[config.mk]
export PLATFORM = sky130hd
export DESIGN_NAME = frog_controller
export DESIGN_NICKNAME = d
export VERILOG_FILES = /design/src/rtl/frog_controller.sv
export SDC_FILE = /design/constraint.sdc
export NUM_CORES = 1
export LEC_CHECK = 0
export CELL_PAD_IN_SITES_DETAIL_PLACEMENT = 1
export CELL_PAD_IN_SITES_GLOBAL_PLACEMENT = 2
export CORE_ASPECT_RATIO = 0.75
export CORE_MARGIN = 3
export CORE_UTILIZATION = 30
export CTS_BUF_LIST = sky130_fd_sc_hd__clkbuf_16
export CTS_CLUSTER_DIAMETER = 80
export DETAILED_ROUTE_END_ITERATION = 8
export HOLD_SLACK_MARGIN = 0.1
export PLACE_DENSITY = 0.64
export SETUP_SLACK_MARGIN = 0.2
export SLEW_MARGIN = 40
export SYNTH_ARGS = -nofsm -noshare
export SYNTH_HDL_FRONTEND = slang
export SYNTH_SLANG_ARGS = --single-unit
[constraint.sdc]
create_clock -name frame_clk -period 4.2 [get_ports frame_clk]
set_input_delay 0.84 -clock frame_clk [delete_from_list [all_inputs] [get_ports frame_clk]]
set_output_delay 0.84 -clock frame_clk [all_outputs]
set_load 0.02 [all_outputs]
[src/rtl/frog_controller.sv]
// Three-frog hop controller: edge-triggered hops, slot homing, death hold.
// All outputs registered; reset release is synchronised to frame_clk.
module frog_controller #(
  parameter int HOP          = 40,
  parameter int START_X      = 320,
  parameter int START_Y      = 440,
  parameter int HOME_Y       = 40,
  parameter int SLOT0        = 120,
  parameter int SLOT1        = 280,
  parameter int SLOT2        = 480,
  parameter int MAX_X        = 600,
  parameter int DEATH_FRAMES = 30
) (
  input  logic        frame_clk,
  input  logic        game_restart_n,
  input  logic        key_up,
  input  logic        key_down,
  input  logic        key_left,
  input  logic        key_right,
  input  logic        hazard,
  input  logic        freeze,
  output logic [10:0] Frog1_X,
  output logic [10:0] Frog1_Y,
  output logic [10:0] Frog2_X,
  output logic [10:0] Frog2_Y,
  output logic [10:0] Frog3_X,
  output logic [10:0] Frog3_Y,
  output logic        dead_frog,
  output logic [1:0]  active_frog
);

  localparam int CW = $clog2(DEATH_FRAMES + 1);
  localparam logic [10:0] L_HOP = 11'(HOP);
  localparam logic [10:0] L_SX  = 11'(START_X);
  localparam logic [10:0] L_SY  = 11'(START_Y);
  localparam logic [10:0] L_HY  = 11'(HOME_Y);
  localparam logic [10:0] L_S0  = 11'(SLOT0);
  localparam logic [10:0] L_S1  = 11'(SLOT1);
  localparam logic [10:0] L_S2  = 11'(SLOT2);
  localparam logic [10:0] L_MX  = 11'(MAX_X);
  localparam logic [CW-1:0] L_DL = CW'(DEATH_FRAMES - 1);

  typedef enum logic [1:0] {PLAY, DYING, HOMED, DONE} state_t;

  state_t        r_state;
  logic [1:0]    r_sync;
  logic [3:0]    r_kprev;
  logic [2:0]    r_occ;
  logic [CW-1:0] r_cnt;
  logic [10:0]   r_x [3];
  logic [10:0]   r_y [3];

  logic        w_run;
  logic [3:0]  w_keys;
  logic [3:0]  w_edge;
  logic [10:0] w_cx;
  logic [10:0] w_cy;
  logic [10:0] w_nx;
  logic [10:0] w_ny;
  logic        w_hop;
  logic [2:0]  w_hit;
  logic        w_free;
  logic [1:0]  w_next;

  assign w_run  = r_sync[1];
  assign w_keys = {key_up, key_down, key_left, key_right};
  assign w_edge = w_keys & ~r_kprev;
  assign w_next = active_frog + 2'd1;
  assign w_hit  = {w_cx == L_S2, w_cx == L_S1, w_cx == L_S0};
  assign w_free = |(w_hit & ~r_occ);

  assign Frog1_X = r_x[0];
  assign Frog1_Y = r_y[0];
  assign Frog2_X = r_x[1];
  assign Frog2_Y = r_y[1];
  assign Frog3_X = r_x[2];
  assign Frog3_Y = r_y[2];

  always_comb begin
    w_cx = r_x[0];
    w_cy = r_y[0];
    if (active_frog == 2'd1) begin
      w_cx = r_x[1];
      w_cy = r_y[1];
    end else if (active_frog == 2'd2) begin
      w_cx = r_x[2];
      w_cy = r_y[2];
    end
  end

  // Only the highest-priority edge is considered; if illegal, no hop at all.
  always_comb begin
    w_hop = 1'b0;
    w_nx  = w_cx;
    w_ny  = w_cy;
    if (w_edge[3]) begin
      w_ny  = w_cy - L_HOP;
      w_hop = (w_cy >= L_HY + L_HOP) &&
              ((w_ny != L_HY) || w_free);
    end else if (w_edge[2]) begin
      w_ny  = w_cy + L_HOP;
      w_hop = (w_cy <= L_SY - L_HOP);
    end else if (w_edge[1]) begin
      w_nx  = w_cx - L_HOP;
      w_hop = (w_cx >= L_HOP);
    end else if (w_edge[0]) begin
      w_nx  = w_cx + L_HOP;
      w_hop = (w_cx <= L_MX - L_HOP);
    end
  end

  always_ff @(posedge frame_clk or negedge game_restart_n) begin
    if (!game_restart_n) r_sync <= 2'b00;
    else                 r_sync <= {r_sync[0], 1'b1};
  end

  always_ff @(posedge frame_clk or negedge game_restart_n) begin
    if (!game_restart_n) begin
      r_state     <= PLAY;
      active_frog <= 2'd0;
      dead_frog   <= 1'b0;
      r_kprev     <= 4'hF;
      r_occ       <= 3'b000;
      r_cnt       <= '0;
      r_x[0]      <= L_SX;
      r_y[0]      <= L_SY;
      r_x[1]      <= '0;
      r_y[1]      <= '0;
      r_x[2]      <= '0;
      r_y[2]      <= '0;
    end else begin
      r_kprev   <= w_keys;
      dead_frog <= 1'b0;
      if (w_run && !freeze) begin
        unique case (r_state)
          PLAY: begin
            if (hazard && w_cy != L_HY) begin
              r_state   <= DYING;
              dead_frog <= 1'b1;
              r_cnt     <= '0;
            end else if (w_hop) begin
              for (int i = 0; i < 3; i++) begin
                if (active_frog == 2'(i)) begin
                  r_x[i] <= w_nx;
                  r_y[i] <= w_ny;
                end
              end
              if (w_ny == L_HY) begin
                r_state <= HOMED;
                r_occ   <= r_occ | w_hit;
              end
            end
          end
          DYING: begin
            if (r_cnt == L_DL) begin
              r_state <= PLAY;
              for (int i = 0; i < 3; i++) begin
                if (active_frog == 2'(i)) begin
                  r_x[i] <= L_SX;
                  r_y[i] <= L_SY;
                end
              end
            end else begin
              r_cnt <= r_cnt + 1'b1;
            end
          end
          HOMED: begin
            active_frog <= w_next;
            if (w_next == 2'd3) begin
              r_state <= DONE;
            end else begin
              r_state <= PLAY;
              for (int i = 0; i < 3; i++) begin
                if (w_next == 2'(i)) begin
                  r_x[i] <= L_SX;
                  r_y[i] <= L_SY;
                end
              end
            end
          end
          DONE: ;
        endcase
      end
    end
  end

endmodule

==> metrics <==
status finished, final reports clean; gpl congestion 0.880; final hold violations 0; EDFF count, synth 0; Sinks on Clock Net 85; CTS tree built; Clock Path Buffers 2; largest net degree at the start of global routing 71; Post-Syn Area per Cell 11.6 µm²; initial antenna violation count 0; vias in the first global route 4316; GRT Resource Usage Total 0.169; WP buf/inv 4; post-synthesis sequential area ratio 0.390; drc violations 0; global-route wire length before repair 25800 µm; 1st-iter DRT viols 187; minimum clock period 3710 ps; post-route clock skew 5.66 ps; Setup CP Type reg -> reg; via count 4081; Via density 4.97; Worst Path Required 4440 ps; xor/xnor share of the synthesized area 0.0239; MaxCap Viol Count 0; Synth warnings 0; die area 0.0200 mm²; post-synth top area share 0.337; die height 123 µm; final instance area 0.00701 mm²; Max VDD drop 332 µV; Distinct cells, synth 67; period utilization 0.883; Worst Tran Pin Value 692 ps; Compound-Gate Fraction of Synth Area 0.115; drt first pass iters 6; WL per Instance 19.8 µm; Final Net Count 599; CP Launch Type register; slew margin rel. 0.538; die width 162 µm; utilization after layout 0.393; post-DP HPWL 12200 µm; critical path depth 16; Post-Synthesis Cells 474; I/O pin count 77; Worst-path clk slew 70 ps; Final Power 5.66 mW; hold-fix buffers at CTS 0; ranking of synthesized cells by area dfrtp_1 34%, mux2_4 18%, dfstp_2 5.3%; crit path cell chain inv_1, ha_1, buf_12, mux2i_1, o21a_1, ha_1, inv_1, o211ai_2, nand4_1, xor2_1, or3_1, o31ai_2, o211ai_4, o221ai_4, buf_4, mux2_2; final setup TNS 0 ps; Power Density 807 mW/mm²; antenna viol nets, final 0; worst min path class reg -> reg; Synth async-reset ratio 1.00; net count after synthesis 499; FF+latch count, synth 85; CP Capture Type register; clock buffer count from CTS 9; I/O Buffers 76; RSZ-0062 raised after global routing false; # setup viols final 0; FP Rows 42; Syn-to-layout area delta 27.6%; Fmax 270 MHz; slowest stage cell, crit path dfrtp_1; Lkg Pwr 3.09 nW; Placed Instance Area 0.00665 mm²; Synth Area in Simple Gates 0.128; CP max stage delay 390 ps; Root Buffer Master clkbuf_16; Synth Area in Adders 0.0387; worst-skew pair later-pin latency 350 ps; cell taking the most area after synthesis dfrtp_1; mux share of post-synthesis cell area 0.255; GR Overflow Total 0; cell family with most CP delay compound AO/OA/AOI/OAI gates; largest family of logic cells by synthesized area multiplexers; Worst Path Arrival 3950 ps; Pins Over Slew Limit 0; Max H-tree Level 3; share of cells above drive strength 1 0.292; CP max FO 20; Syn Std Cell Area 0.00550 mm²; reg2reg path depth 16; cell count of the worst hold path 0; Main synth FF type dfrtp_1; Core Area 0.0178 mm²; diode count 0; Initial Utilization 0.308; final WL 16300 µm
-- synth_stat cells (10+ instances only) --
| master | number |
|---|---|
| a21oi_1 | 13 |
| inv_1 | 14 |
| xnor2_1 | 10 |
| mux2_4 | 66 |
| mux2_2 | 15 |
| dfstp_2 | 11 |
| ha_1 | 17 |
| o21ai_0 | 16 |
| dfrtp_1 | 74 |
| nor2_1 | 31 |
| mux2i_1 | 15 |
| nand2b_1 | 13 |
| nand2_1 | 32 |
-- cells in the final DEF (no fill, tap or decap), types with 3 or more instances in the layout --
master,count
buf_12,6
nor2b_1,4
nor3_1,6
and3_1,6
o221ai_4,3
o21ai_0,16
xor2_1,5
a21oi_1,13
a211oi_1,7
clkdlybuf4s50_1,75
buf_4,27
mux2_4,66
nand2_1,32
o22ai_1,6
mux2i_1,14
a31oi_1,3
nand3_1,9
o21a_1,7
inv_1,14
nor2_1,31
dfstp_2,11
or3_1,4
mux2_2,15
mux2i_2,4
nor4_1,3
clkinvlp_4,3
nand2b_1,13
clkbuf_16,9
dfrtp_1,74
o211ai_1,3
ha_1,15
xnor2_1,10
nand4_1,9
-- report_power, final --
group | total [mW] | internal (mW) | leakage, nW | switching (mW)
Sequential | 1.26 | 1.06 | 1.09 | 0.206
Combinational | 3.62 | 1.65 | 1.87 | 1.98
Clock | 0.770 | 0.407 | 0.129 | 0.363
-- through the flow --
stage	instances	setup slack (ps)	hold WS [ps]
5_1_grt	821	227	380
2_1_floorplan	474	489	331
3_3_place_gp	803	165	331
6_report	821	492	348
3_5_place_dp	803	134	336
4_1_cts	819	217	355
-- worst paths after layout --
path / end / from / slack (ps)
worst min register to register: r_sync[1] / r_sync[0] / 350
worst max register to register: Frog2_X[10] / active_frog[0] / 490
min in group asynchronous: Frog2_X[6] / game_restart_n / 490
worst max-delay path: Frog2_X[10] / active_frog[0] / 490
worst min-delay path: r_sync[1] / r_sync[0] / 350
max in group asynchronous: Frog1_Y[7] / game_restart_n / 2970
-- timing repair --
action / 4_1_cts / 5_1_grt
endpoints found under the hold margin: 0 / 0
resized for setup: 1 / 8
setup buffers: 0 / 2
setup endpoints to repair: 16 / 68
pin swaps: 0 / 1
-- registers in the layout, indices dropped and copies added (netlist names) --
| name | count |
|---|---|
| r_sync | 2 |
| Frog3_Y | 11 |
| r_kprev | 4 |
| r_occ | 3 |
| dead_frog | 1 |
| Frog3_X | 11 |
| r_state | 2 |
| Frog1_X | 11 |
| Frog2_X | 11 |
| active_frog | 2 |
| Frog1_Y | 11 |
| Frog2_Y | 11 |
| r_cnt | 5 |
-- kinds of logic after synthesis --
family / count (synthesis)
AND/OR/NAND/NOR: 136
multiplexers: 103
flip-flops: 85
AO/OA/AOI/OAI: 82
buffers and inverters: 35
adder cells (fa/ha/maj): 17
XOR/XNOR: 15
other: 1
-- cell type report --
class                           instances  area, µm²
Fill cell                            1944      10800
Multi-Input combinational cell        354       3140
Sequential cell                        85       2140
Timing Repair Buffer                  109       1080
Tap cell                              242        303
Clock buffer                            9        225
Clock inverter                          7       57.6
Inverter                               15       56.3
-- worst reg2reg max path: cells and delay by family (launching register included) --
kind / cells / cell delay, ps
compound gates: 5 / 830
simple gates: 2 / 540
mux: 2 / 570
fa+ha+maj: 2 / 390
buf+inv: 4 / 680
xor+xnor: 1 / 190
flops: 1 / 390
-- routing by layer --
layer / wire, µm / track usage / vias to the layer above / part of all wire
met5: 0 / 0 / - / 0
met4: 119 / 0.0336 / 0 / 0.0073
met3: 569 / 0.0338 / 9 / 0.035
met2: 7320 / 0.254 / 70 / 0.45
met1: 8250 / 0.251 / 2076 / 0.51
li1: - / - / 1926 / -
Power figures use the tool's default switching activity.
